## src/rtl/wb_arbiter.sv

```systemverilog
// wb_arbiter -- two-master pipelined Wishbone arbiter in front of one slave.
//
// M0 is the MCU-side master (spi1_controller); M1 is a second bus master.
// Ownership is granted round-robin and held for a whole bus cycle. Accepted
// strobes are counted so that acks go back to the owner. The grant only
// changes after the owner ends its cycle, through one IDLE clock.
//
// Ports
//   wb_clock_i, wb_reset_ni         clock, asynchronous active-low reset
//   mN_addr_i/data_i/we_i           master N request (N = 0, 1)
//   mN_cycle_i/strobe_i             master N bus cycle and strobe
//   mN_data_o/stall_o/ack_o         master N read data, stall, ack
//   s_addr_o/data_o/we_o            request forwarded to the slave
//   s_cycle_o/strobe_o              slave cycle and strobe
//   s_data_i/stall_i/ack_i          slave response
//   grant_o                         one-hot owner {M1, M0}, 00 = idle
//   timeout_o                       one-clock pulse when the watchdog fires
//
// Build option: define WB_ARB_TIMEOUT_EN to enable the ack watchdog. When the
// watchdog fires, the arbiter acks the owner with all-ones data.
//
// state     | meaning
// ST_IDLE   | no owner, slave outputs 0, both masters stalled
// ST_GRANT0 | M0 owns the slave bus
// ST_GRANT1 | M1 owns the slave bus
module wb_arbiter #(
    parameter int WB_ADDR_WIDTH  = 20,
    parameter int DATA_WIDTH     = 8,
    parameter int PEND_WIDTH     = 3,
    parameter int TIMEOUT_CYCLES = 255
) (
    input  logic                     wb_clock_i,
    input  logic                     wb_reset_ni,
    input  logic [WB_ADDR_WIDTH-1:0] m0_addr_i,
    input  logic [DATA_WIDTH-1:0]    m0_data_i,
    output logic [DATA_WIDTH-1:0]    m0_data_o,
    input  logic                     m0_we_i,
    input  logic                     m0_cycle_i,
    input  logic                     m0_strobe_i,
    output logic                     m0_stall_o,
    output logic                     m0_ack_o,
    input  logic [WB_ADDR_WIDTH-1:0] m1_addr_i,
    input  logic [DATA_WIDTH-1:0]    m1_data_i,
    output logic [DATA_WIDTH-1:0]    m1_data_o,
    input  logic                     m1_we_i,
    input  logic                     m1_cycle_i,
    input  logic                     m1_strobe_i,
    output logic                     m1_stall_o,
    output logic                     m1_ack_o,
    output logic [WB_ADDR_WIDTH-1:0] s_addr_o,
    output logic [DATA_WIDTH-1:0]    s_data_o,
    input  logic [DATA_WIDTH-1:0]    s_data_i,
    output logic                     s_we_o,
    output logic                     s_cycle_o,
    output logic                     s_strobe_o,
    input  logic                     s_stall_i,
    input  logic                     s_ack_i,
    output logic [1:0]               grant_o,
    output logic                     timeout_o
);

    typedef enum logic [1:0] {
        ST_IDLE   = 2'b00,
        ST_GRANT0 = 2'b01,
        ST_GRANT1 = 2'b10
    } state_t;

    localparam logic [PEND_WIDTH-1:0] PEND_MAX = '1;

    state_t                state_q;
    state_t                state_d;
    logic                  last_q;      // previous owner: 0 = M0, 1 = M1
    logic [PEND_WIDTH-1:0] pend_q;
    logic                  own_cycle;
    logic                  pend_full;
    logic                  own_stall;
    logic                  ack_ok;
    logic                  tmo_hit;
    logic                  pend_inc;
    logic                  pend_dec;
    logic [DATA_WIDTH-1:0] rd_data;

    assign pend_full = (pend_q == PEND_MAX);
    assign own_stall = s_stall_i | pend_full;
    // An ack with nothing outstanding belongs to no one; drop it.
    assign ack_ok    = (state_q != ST_IDLE) & s_ack_i & (pend_q != '0);
    assign pend_inc  = s_strobe_o & ~own_stall;
    assign pend_dec  = ack_ok | tmo_hit;
    assign rd_data   = tmo_hit ? '1 : s_data_i;
    assign m0_data_o = rd_data;
    assign m1_data_o = rd_data;
    assign timeout_o = tmo_hit;

    always_ff @(posedge wb_clock_i or negedge wb_reset_ni) begin
        if (!wb_reset_ni) begin
            state_q <= ST_IDLE;
        end else begin
            state_q <= state_d;
        end
    end

    always_comb begin
        state_d = state_q;
        case (state_q)
            ST_IDLE: begin
                if (m0_cycle_i && m1_cycle_i) begin
                    state_d = last_q ? ST_GRANT0 : ST_GRANT1;
                end else if (m0_cycle_i) begin
                    state_d = ST_GRANT0;
                end else if (m1_cycle_i) begin
                    state_d = ST_GRANT1;
                end
            end
            ST_GRANT0: if (!m0_cycle_i) state_d = ST_IDLE;
            ST_GRANT1: if (!m1_cycle_i) state_d = ST_IDLE;
            default:   state_d = ST_IDLE;
        endcase
    end

    // The strobe is withheld from the slave while the pending counter is
    // full. Otherwise the slave could accept a transfer that the owner still
    // sees as stalled.
    always_comb begin
        grant_o    = 2'b00;
        own_cycle  = 1'b0;
        s_addr_o   = '0;
        s_data_o   = '0;
        s_we_o     = 1'b0;
        s_cycle_o  = 1'b0;
        s_strobe_o = 1'b0;
        m0_stall_o = 1'b1;
        m1_stall_o = 1'b1;
        m0_ack_o   = 1'b0;
        m1_ack_o   = 1'b0;
        case (state_q)
            ST_GRANT0: begin
                grant_o    = 2'b01;
                own_cycle  = m0_cycle_i;
                s_addr_o   = m0_addr_i;
                s_data_o   = m0_data_i;
                s_we_o     = m0_we_i;
                s_cycle_o  = m0_cycle_i;
                s_strobe_o = m0_strobe_i & ~pend_full;
                m0_stall_o = own_stall;
                m0_ack_o   = ack_ok | tmo_hit;
            end
            ST_GRANT1: begin
                grant_o    = 2'b10;
                own_cycle  = m1_cycle_i;
                s_addr_o   = m1_addr_i;
                s_data_o   = m1_data_i;
                s_we_o     = m1_we_i;
                s_cycle_o  = m1_cycle_i;
                s_strobe_o = m1_strobe_i & ~pend_full;
                m1_stall_o = own_stall;
                m1_ack_o   = ack_ok | tmo_hit;
            end
            default: ;
        endcase
    end

    always_ff @(posedge wb_clock_i or negedge wb_reset_ni) begin
        if (!wb_reset_ni) begin
            last_q <= 1'b1;
        end else if (state_q == ST_GRANT0 && !m0_cycle_i) begin
            last_q <= 1'b0;
        end else if (state_q == ST_GRANT1 && !m1_cycle_i) begin
            last_q <= 1'b1;
        end
    end

    // When the owner drops its cycle (a normal end or an abort), the pending
    // count is cleared. Acks that arrive late then find nothing to route.
    always_ff @(posedge wb_clock_i or negedge wb_reset_ni) begin
        if (!wb_reset_ni) begin
            pend_q <= '0;
        end else if (!own_cycle) begin
            pend_q <= '0;
        end else if (pend_inc && !pend_dec) begin
            pend_q <= pend_q + PEND_WIDTH'(1);
        end else if (!pend_inc && pend_dec) begin
            pend_q <= pend_q - PEND_WIDTH'(1);
        end
    end

`ifdef WB_ARB_TIMEOUT_EN
    localparam int                WD_W    = $clog2(TIMEOUT_CYCLES + 1);
    localparam logic [WD_W-1:0]   WD_LOAD = WD_W'(TIMEOUT_CYCLES - 1);

    logic [WD_W-1:0] wd_cnt;
    logic            wd_run;

    // The count runs on each clock that has strobes outstanding and no ack.
    // It fires on the TIMEOUT_CYCLES-th such clock in a row.
    assign wd_run  = (pend_q != '0) & ~s_ack_i;
    assign tmo_hit = wd_run & (wd_cnt == '0);

    always_ff @(posedge wb_clock_i or negedge wb_reset_ni) begin
        if (!wb_reset_ni) begin
            wd_cnt <= WD_LOAD;
        end else if (!wd_run || tmo_hit) begin
            wd_cnt <= WD_LOAD;
        end else begin
            wd_cnt <= wd_cnt - WD_W'(1);
        end
    end
`else
    localparam int unused_timeout_cycles = TIMEOUT_CYCLES;

    assign tmo_hit = 1'b0;
`endif

endmodule

```

## config.mk

```make
export PLATFORM = sky130hd
export DESIGN_NAME = wb_arbiter
export DESIGN_NICKNAME = d
export VERILOG_FILES = /design/src/rtl/wb_arbiter.sv
export SDC_FILE = /design/constraint.sdc
export NUM_CORES = 1
export LEC_CHECK = 0
export ABC_AREA = 1
export CORE_MARGIN = 2
export CORE_UTILIZATION = 30
export DETAILED_ROUTE_END_ITERATION = 12
export GPL_TIMING_DRIVEN = 0
export PLACE_DENSITY = 0.87
export SLEW_MARGIN = 40
export SYNTH_ARGS = -nofsm -noshare
export SYNTH_HDL_FRONTEND = slang
export SYNTH_SLANG_ARGS = --single-unit
export TNS_END_PERCENT = 30
```

## constraint.sdc

```tcl
create_clock -name wb_clock_i -period 4.07 [get_ports wb_clock_i]
set_input_delay 0.814 -clock wb_clock_i [delete_from_list [all_inputs] [get_ports wb_clock_i]]
set_output_delay 0.814 -clock wb_clock_i [all_outputs]
set_load 0.03 [all_outputs]
```

Yosys cells after proc, flatten, opt, wreduce, memory -nomap -nowiden
Cells that the tools add are included.
Operators by class
  multipliers: 0
  shift operators: 0
  equality and inequality tests: 7
  add/sub/neg operators: 2
  bitwise operators: 8
  div/mod/pow operators: 0
  reductions and logical operators: 14
  mux-type cells: 22
  $lt $le $gt $ge: 0
Operators with widths (count)
  $pmux 20 s2: 1
  $pmux 8 s2: 1
  $mux 2: 6
  $mux 3: 3
  $mux 1: 6
  $pmux 1 s2: 3
  $pmux 2 s3: 1
  $and 1x1->1: 5
  $logic_and 1x1->1: 5
  $logic_not 1->1: 4
  $ne 2x2->1 const B: 2
  $ne 4x4->1 const B: 1
  $pmux 2 s2: 1
  $reduce_bool 2->1: 2
  $add 3x1->3 const B: 1
  $eq 3x3->1 const B: 1
  $ne 3x1->1 const B: 1
  $reduce_and 3->1: 1
  $reduce_bool 3->1: 1
  $sub 3x1->3 const B: 1
  $eq 2x1->1 const B: 1
  $eq 2x2->1 const B: 1
  $logic_not 2->1: 1
  $not 1->1: 2
  $or 1x1->1: 1
Word-level totals
  output and inout bits: 54
  register bits: 6
  bits in latches: 0
  memory bits (writable): 0
  input port bits: 74
  memories: 0
  bits in read-only memories: 0
  logic and storage cells: 56

Depth between registers and ports, before layout
Gate-level depths: netlist (run 1).
  depth after elaboration: 10
  depth in mapped cells: 13
  depth with buffers taken out: 13

Worst setup path after synthesis (run 1)
OpenSTA, ideal clock, no wires.
  path type: register to output
  start point: reg state_q[0]
  end point: out s_addr_o[10]
  data required time: 3.256 ns
  path slack: 1.394 ns
  arrival: 1.862 ns
  stages on the path, launching flop included: 7
  path buffers: 2
  path through: dfrtp_1 > inv_1 > ha_1 > buf_2 > buf_2 > nand2_1 > a21oi_1
Between the ends
  cells in the longest elaborated chain, start to end: 2
  elaborated cells on any way between the ends: 3
  those cells by class: eq/ne: 2; mux: 1
Ends and longest elaborated chain
  start, declared: RTL line 70  | state_t state_q;
  start signal, assigned: RTL line 98  | state_q <= state_d;
  $eq 2x2->1 or $eq 2x1->1 (tied branches): RTL line 135  | case (state_q)
  $pmux 20 s2 *: RTL line 135
  end, declared: RTL line 50  | output logic [WB_ADDR_WIDTH-1:0] s_addr_o,
Every way passes the cells marked *; elsewhere a longest branch is shown, timed or not.

Worst setup path after layout (run 1)
  start point: reg state_q[0]
  end point: out s_we_o
Between the ends
  cells in the longest elaborated chain, start to end: 2
  elaborated cells on any way between the ends: 3
  those cells by class: eq/ne: 2; mux: 1
Ends and longest elaborated chain
  $eq 2x2->1 or $eq 2x1->1 (tied branches): RTL line 135
  $pmux 1 s2 *: RTL line 135
  end, declared: RTL line 53  | output logic s_we_o,
Marked as above.

==> impl_summary.md, run 1 <==
Outcome
The run finished with clean final reports.

Layout
The antenna diode count is 0. At the end of the flow, the number of nets in the layout was 393. Cells with a size suffix above 1 make up 15.1% of the layout.

The signed area change from the synthesized netlist to the final layout is 112%.

Clocking
TritonCTS built the clock tree. The clock buffer count from CTS is 3. Post-CTS repair changed the size of 0 cells.

The insertion delay to the later sink of the worst-skew pair is 0.23 ns. The post-CTS setup buffer count is 0. The level count of the clock H-tree is 1.

The CTS clock-pin slew for the worst setup and hold paths is 0.04 ns. The tree is rooted in a clkbuf_8. The number of buffers between clock root and the deepest sink is 2. For this design, the CTS-stage hold fixing added 0 buffers. The tree built by TritonCTS fans out to 6 sinks.

Power and ir drop
In this run the static leakage power is 1.02 nW. The highest ir drop seen on vdd is 0.350 mV. Power comes to 1.33 mW.

The power density over cell area is 546 nW/um^2.

GRT
The number of global-route vias before repair is ~1400. The number of antenna violations at the first check in global routing is 0. The overall routing resource usage is 19.1%.

The total global routing overflow is 0. The wire length of the first global-routing pass is roughly 6.5 mm. Entering global routing, the biggest net connects 11 pins.

Synth
Synthesis produced a netlist whose cell count is 190. The number of warnings issued by yosys is 0. The netlist uses 30 different library cells. In this run the mean area of a mapped cell was about 6.0 sq um. Summing every instance area after synthesis gives between 1000 and 1500 sq um. Synthesis inferred 6 register bits. The sequential element share of the synthesized area is 13.2%.

The net count after synthesis is 270.

Worst setup path
The nature of the critical path endpoint is an output port. At the worst endpoint, the arrival time is 2.43 ns. For the worst setup path, the data required time is about 3.3 ns. The largest fanout on the critical path is 10. The path type of the worst setup path is reg2out. The worst setup path is launched from a flop.

Detailed routing
After detailed routing, the number of remaining DRC violations is 0. Dividing the detail-routed via count by the number of cells gives 4.48. Before antenna repair, the detailed router went through 4 iterations. The detail route stage leaves a number of antenna-violating nets equal to 0. The total wirelength of the detailed-routed design is 4.36 mm.

In the final routed layout, each cell accounts on average for 12.1 um. The DRC violation total after the first TritonRoute iteration is 90. The count of vias placed by the detailed router is 1611.

STA
Timing would allow up to 309 MHz. Counting I/O delays and the setup requirement, the final critical path takes 3.24 ns. Setup violations remaining at the end of the flow were counted as 0. Once routing completed, OpenROAD measured the worst setup slack at 0.829 ns. Setup repair after global routing left no endpoint under its margin.

The number of hold-slack violations in the final timing report came to 0. The clock skew after layout is 0.00281 ns. Summed over all failing endpoints, the final setup total negative slack is 0 ns. The number of pins with negative max-slew slack in the final report is 0. In the finished design, the share of the clock period the worst path needs comes to 79.6%.

Placed design
The total of buffers placed on input and output ports is 118. Timing analysis after detailed placement gives a worst setup slack of 0.866 ns. Summed over all nets, the half-perimeter wirelength after detailed placement is around 3.6 mm.

At the end of routability-driven placement, the weighted congestion stood at 0.864.

Die
The die extent in x is around 66 um. The total I/O pin count is 128. For this configuration, the core starts out at a cell density of 31.4%.

The area of the die is around 4300 sq um. The floorplan step defined a core boundary enclosing ~3700 sq um. The floorplan has 22 rows. In this run the vertical extent of the chip is 65.9 um.

Run
The tool flagged a number of max-cap violations equal to 0.

Min path
The tightest min-delay check is of the reg2reg type.
critical path, stage by stage (launching register included):
cell and delay (ns):
dfrtp_1 0.39, inv_1 0.12, ha_1 0.25, buf_2 0.24, buf_2 0.25, nand2_1 0.07
a21oi_1 0.17, clkdlybuf4s50_1 0.70
report_power, final:
group	leakage [nW]	internal [mW]	switching (mW)	total, mW
logic	0.922	0.434	0.703	1.14
registers	0.0781	0.0797	0.0126	0.0922
clock network	0.0228	0.0679	0.0323	0.100
total	1.02	0.582	0.748	1.33
cell usage after synthesis:
master    instances  share of area (%)
a21oi_1          31                 14
a31oi_1           2                1.1
buf_2             7                3.0
buf_4            17                 11
clkbuf_1          3               0.98
clkinv_2          1               0.44
conb_1            1               0.33
dfrtp_1           5                 11
dfstp_2           1                2.3
fa_1              1                1.7
ha_1              5                5.4
inv_1            16                5.2
inv_2             3               0.98
nand2_1          67                 22
nand2_2           2                1.1
nand2_4           3                2.9
nand3_1           3                1.3
nand3_2           1               0.87
nand3_4           1                1.5
nand3b_1          1               0.65
nand4_1           3                1.6
nor2_1            3               0.98
nor2_2            2                1.1
nor2_4            1               0.98
nor2_8            1                1.7
o21ai_0           3                1.3
o21ai_1           1               0.44
o21ai_2           3                2.3
o21ai_4           1                1.4
xnor2_1           1               0.76
layout by cell type, fill, tap and decap left out:
cell type,count
inv_1,16
nand2_2,2
nand2_4,3
conb_1,1
a21oi_1,31
nor2_8,1
nand3_2,1
buf_2,7
inv_2,3
clkdlybuf4s50_1,118
nor2_1,3
o21ai_1,1
nand3_4,1
nand4_1,3
clkinv_2,1
nand3_1,3
nor2_2,2
ha_1,5
fa_1,1
dfstp_2,1
o21ai_2,3
buf_4,17
clkbuf_8,3
o21ai_0,3
a31oi_1,2
nand2_1,67
dfrtp_1,5
nand3b_1,1
clkbuf_1,4
o21ai_4,1
nor2_4,1
xnor2_1,1
final timing paths:
| kind | slack, ns | endpoint | startpoint | cells past startpoint |
|---|---|---|---|---|
| max | 0.83 | s_we_o | state_q[0] | 7 |
| min | 0.52 | last_q | last_q | 2 |
| max reg2reg | 1.92 | pend_q[2] | state_q[0] | 13 |
| min reg2reg | 0.52 | last_q | last_q | 2 |
| max in group asynchronous | 2.97 | last_q | wb_reset_ni | 1 |
| min in group asynchronous | 0.82 | pend_q[2] | wb_reset_ni | 1 |
cell families (layout without fill, tap and decap cells):
group,Yosys count,in the layout,synth area share (%)
other,1,1,0.326
AND/OR/NAND/NOR,88,88,36.7
adder cells (fa/ha/maj),6,6,7.19
XOR/XNOR,1,1,0.763
buffers and inverters,47,169,21.8
AO/OA/AOI/OAI,41,41,20.0
flip-flops,6,6,13.2
metal layers:
metal / routed length, um / global-route usage (%)
met1: 1660 / 22.0
met2: 2130 / 33.6
met3: 485 / 5.28
met4: 84 / 6.51
met5: 0 / 0
cell type report:
class                   instances  area, sq um
inverters                      20         76.3
multi-input cells             137          747
well taps                      48         60.1
clock buffers                   4         45.0
fillers                       331         1230
repair buffers                118         1180
flip-flops and latches          6          151
plain buffers                  27          174
sequential cells by signal, indices dropped and copies added, names as in the netlist:
signal,flops
state_q,2
pend_q,3
last_q,1
through the flow:
stage	std cells	hold slack, ns	util [%]	area, sq um
3_5_place_dp	356	0.517	65.3	2390
3_3_place_gp	356	0.507	65.3	2390
6_report	360	0.523	66.5	2430
4_1_cts	360	0.531	66.5	2430
5_1_grt	360	0.539	66.5	2430
2_1_floorplan	190	0.491	-	1150
Power figures use the tool's default switching activity.
==> run 2, diff against run 1 <==
--- a/config.mk
+++ b/config.mk
@@ -7,10 +7,10 @@
 export LEC_CHECK = 0
 export ABC_AREA = 1
 export CORE_MARGIN = 2
-export CORE_UTILIZATION = 30
+export CORE_UTILIZATION = 25
 export DETAILED_ROUTE_END_ITERATION = 12
 export GPL_TIMING_DRIVEN = 0
-export PLACE_DENSITY = 0.87
+export PLACE_DENSITY = 0.77
 export SLEW_MARGIN = 40
 export SYNTH_ARGS = -nofsm -noshare
 export SYNTH_HDL_FRONTEND = slang
==> constraint.sdc (replaced) <==
create_clock -name wb_clock_i -period 2.6 [get_ports wb_clock_i]
set_input_delay 0.52 -clock wb_clock_i [delete_from_list [all_inputs] [get_ports wb_clock_i]]
set_output_delay 0.52 -clock wb_clock_i [all_outputs]
set_load 0.03 [all_outputs]
==> run 2 against run 1 <==
Final cell count increased by 1.1%. Power increased by 52%. Sequential power increased by 55%. Non-clock buffer count unchanged. Cell area decreased by 1.2%. Register-to-register slack got worse by 1.4 ns. Clock skew increased by 0.0029 ns. Clock power increased by 59%. Critical path depth unchanged. Worst hold slack got worse by 0.0062 ns.
==> impl_summary.md, run 2 (synthesis gave the netlist of run 1 again) <==
Run
The max capacitance violation total came to 0 (unchanged).

STA
Derived from the worst setup path, the maximum achievable clock frequency is 398 MHz. The number of setup violations in the final report came to 0 (unchanged). The final critical-path share of the clock period is 96.8%.

RSZ-0062 raised after global routing: yes (was no). The clock skew after layout was 0.00574 ns (was 0.00281 ns). The number of pins with negative max-slew slack in the final report is 0 (unchanged). The worst path needs 2.52 ns of the cycle, external delays included. The total negative slack is 0 ns (unchanged). The number of hold-slack violations in the final timing report came to 0 (unchanged).

Detailed routing
The detailed-route vias per instance is 4.43 (was 4.48). The average detailed-routed wire length per instance is 12.8 um (was 12.1 um). The remaining antenna violation count after routing came to 0 (unchanged). The total wirelength of the detailed-routed design is 4.65 mm (was 4.36 mm). The number of optimization iterations in the first detailed-route pass is 4 (unchanged).

The count of vias placed by the detailed router is 1612 (was 1611). The DRC violation total after the first TritonRoute iteration is 43 (was 90). The number of remaining DRC errors is 0 (unchanged).

Die
The initial standard-cell utilization of the core was 26.2% (was 31.4%). The number of placement rows is 24 (was 22). The total I/O pin count is 128 (unchanged). The area of the die is 5150 sq um (was 4340 sq um).

The area inside the core boundary is 4380 sq um (was 3660 sq um). The vertical die dimension is 71.8 um (was 65.9 um). The die extent in x is 71.8 um (was 65.9 um).

GRT
The total global routing overflow is 0 (unchanged). The number of antenna violations at the first check in global routing came to 0 (unchanged). The largest net degree at the start of global routing is 11 (unchanged). The overall routing resource usage came to 17.6% (was 19.1%). The wire length of the first global-routing pass is 7.28 mm (was 6.52 mm). The number of global-route vias before repair is 1568 (was 1432).

Clocking
The number of buffers between clock root and the deepest sink is 2 (unchanged). The root buffer cell is clkbuf_8 (unchanged). The clock buffer count from CTS is 3 (unchanged). The insertion delay to the later sink of the worst-skew pair is 0.24 ns (was 0.23 ns). The number of sinks on the clock net is 6 (unchanged). The level count of the clock H-tree is 1 (unchanged).

The clock tree from TritonCTS is yes (unchanged). The CTS clock-pin slew for the worst setup and hold paths is 0.04 ns (about the same). The number of buffers inserted by hold repair at cts is 0 (unchanged).

Layout
The antenna diode count was 0 (unchanged). The number of nets in the finished design was 393 (unchanged). The total non-filler cell area in the finished layout is 2410 sq um (was 2430 sq um).

The number of fillers in the final layout came to 434 (was 331). The fraction of final layout cells with drive strength greater than 1 is 23.1% (was 15.1%). The footprint of the flip-flops and latches came to 151 sq um (unchanged). The largest register by flop count is pend_q (unchanged). The total area of multi-input combinational cells is 749 sq um (was 747 sq um). The most common cell after layout, fill and taps aside is clkdlybuf4s50_1 (unchanged). The flip-flop count of the largest register after layout is 3 (unchanged).

Biggest regs: pend_q (3), state_q (2), last_q (1) (unchanged). Most frequent cells in the layout: 84 x clkdlybuf4s50_1, 67 x nand2_1, 31 x a21oi_1 (was 118 x clkdlybuf4s50_1, 67 x nand2_1, 31 x a21oi_1). The signed area change from the synthesized netlist to the final layout is 109% (was 112%).

Worst setup path
The critical path startpoint category is a flop (unchanged). The path type of the worst setup path is reg2out (unchanged). The largest incremental delay on the critical path came to 0.39 ns (was 0.70 ns).

The critical path data arrival time is 2.00 ns (was 2.43 ns). Cells along the critical path: inv_1 > ha_2 > clkbuf_4 > clkbuf_4 > nand2_1 > a21oi_1 > clkdlybuf4s15_2 (was inv_1 > ha_1 > buf_2 > buf_2 > nand2_1 > a21oi_1 > clkdlybuf4s50_1). The nature of the critical path endpoint was an output port (unchanged). The sum of buffers and inverters on the critical path is 4 (unchanged). The most numerous cell on the critical path is clkbuf_4 (was buf_2). The slowest cell on the critical path is dfrtp_1 (was clkdlybuf4s50_1). The largest fanout on the critical path came to 10 (unchanged). The family with the most delay on the worst path is buffers and inverters (unchanged). The required time reported for the critical path endpoint came to 2.08 ns (was 3.26 ns).

Power and ir drop
The power density over cell area is 839 nW/um^2 (was 546 nW/um^2). The static leakage power is 1.12 nW (was 1.02 nW). The highest ir drop seen on vdd is 0.504 mV (was 0.350 mV).

Outcome
Status: complete, no violations (unchanged).

Placed design
The last weighted congestion value of the routability-driven placer came to 0.879 (was 0.864). The post-place instance area came to 2390 sq um (about the same). The post-detailed-placement half-perimeter wirelength is 3.81 mm (was 3.63 mm). The total of buffers placed on input and output ports is 118 (unchanged).

Min path
The path type of the worst min-delay path was in2async (was reg2reg).
run 2: final timing paths:
kind                       cells past startpoint  slack, ns   startpoint           to
setup / recovery                               7       0.08   state_q[0]  s_data_o[7]
hold / removal                                 1       0.52  wb_reset_ni    pend_q[1]
setup reg to reg                              13       0.48   state_q[0]    pend_q[2]
hold reg to reg                                2       0.52       last_q       last_q
max in group asynchronous                      1       1.80  wb_reset_ni       last_q
min in group wb_clock_i                        2       0.52       last_q       last_q
run 2: what timing repair did:
action,4_1_cts,5_1_grt
endpoints found under the setup margin,33,23
gates resized for setup,72,25
buffers inserted,0,0
run 2: stage by stage:
step / utilization (%) / instances / hold WS, ns / setup slack, ns / power, mW
2_1_floorplan: - / 190 / 0.224 / 0.218 / 1.27
3_3_place_gp: 54.6 / 360 / 0.507 / -0.151 / 1.93
5_1_grt: 54.9 / 364 / 0.543 / -0.0476 / 2.18
3_5_place_dp: 54.6 / 360 / 0.512 / -0.147 / 1.94
6_report: 54.9 / 364 / 0.517 / 0.0845 / 2.02
4_1_cts: 55.9 / 364 / 0.517 / 0.00222 / 2.05
run 2: layout make-up:
type                            count  share of cell area, %
Timing Repair Buffer              118                   46.9
Clock buffer                        4                   1.87
Inverter                           20                   3.17
Tap cell                           52                   2.70
Sequential cell                     6                   6.29
Multi-Input combinational cell    137                   31.1
Buffer                             27                   7.90
run 2: layer usage:
layer	track usage [%]	part of all wire, %	up-vias
li1	-	-	825
met5	0	0	-
met2	32.1	49	90
met3	3.66	10	9
met4	6.71	2.1	0
met1	19.8	39	688
run 2: power by group:
| part | leakage, nW | internal (mW) | switching [mW] | total [mW] |
|---|---|---|---|---|
| logic | 1.02 | 0.603 | 1.11 | 1.72 |
| clock network | 0.0228 | 0.107 | 0.0527 | 0.159 |
| registers | 0.0781 | 0.125 | 0.0183 | 0.143 |
| total | 1.12 | 0.834 | 1.18 | 2.02 |
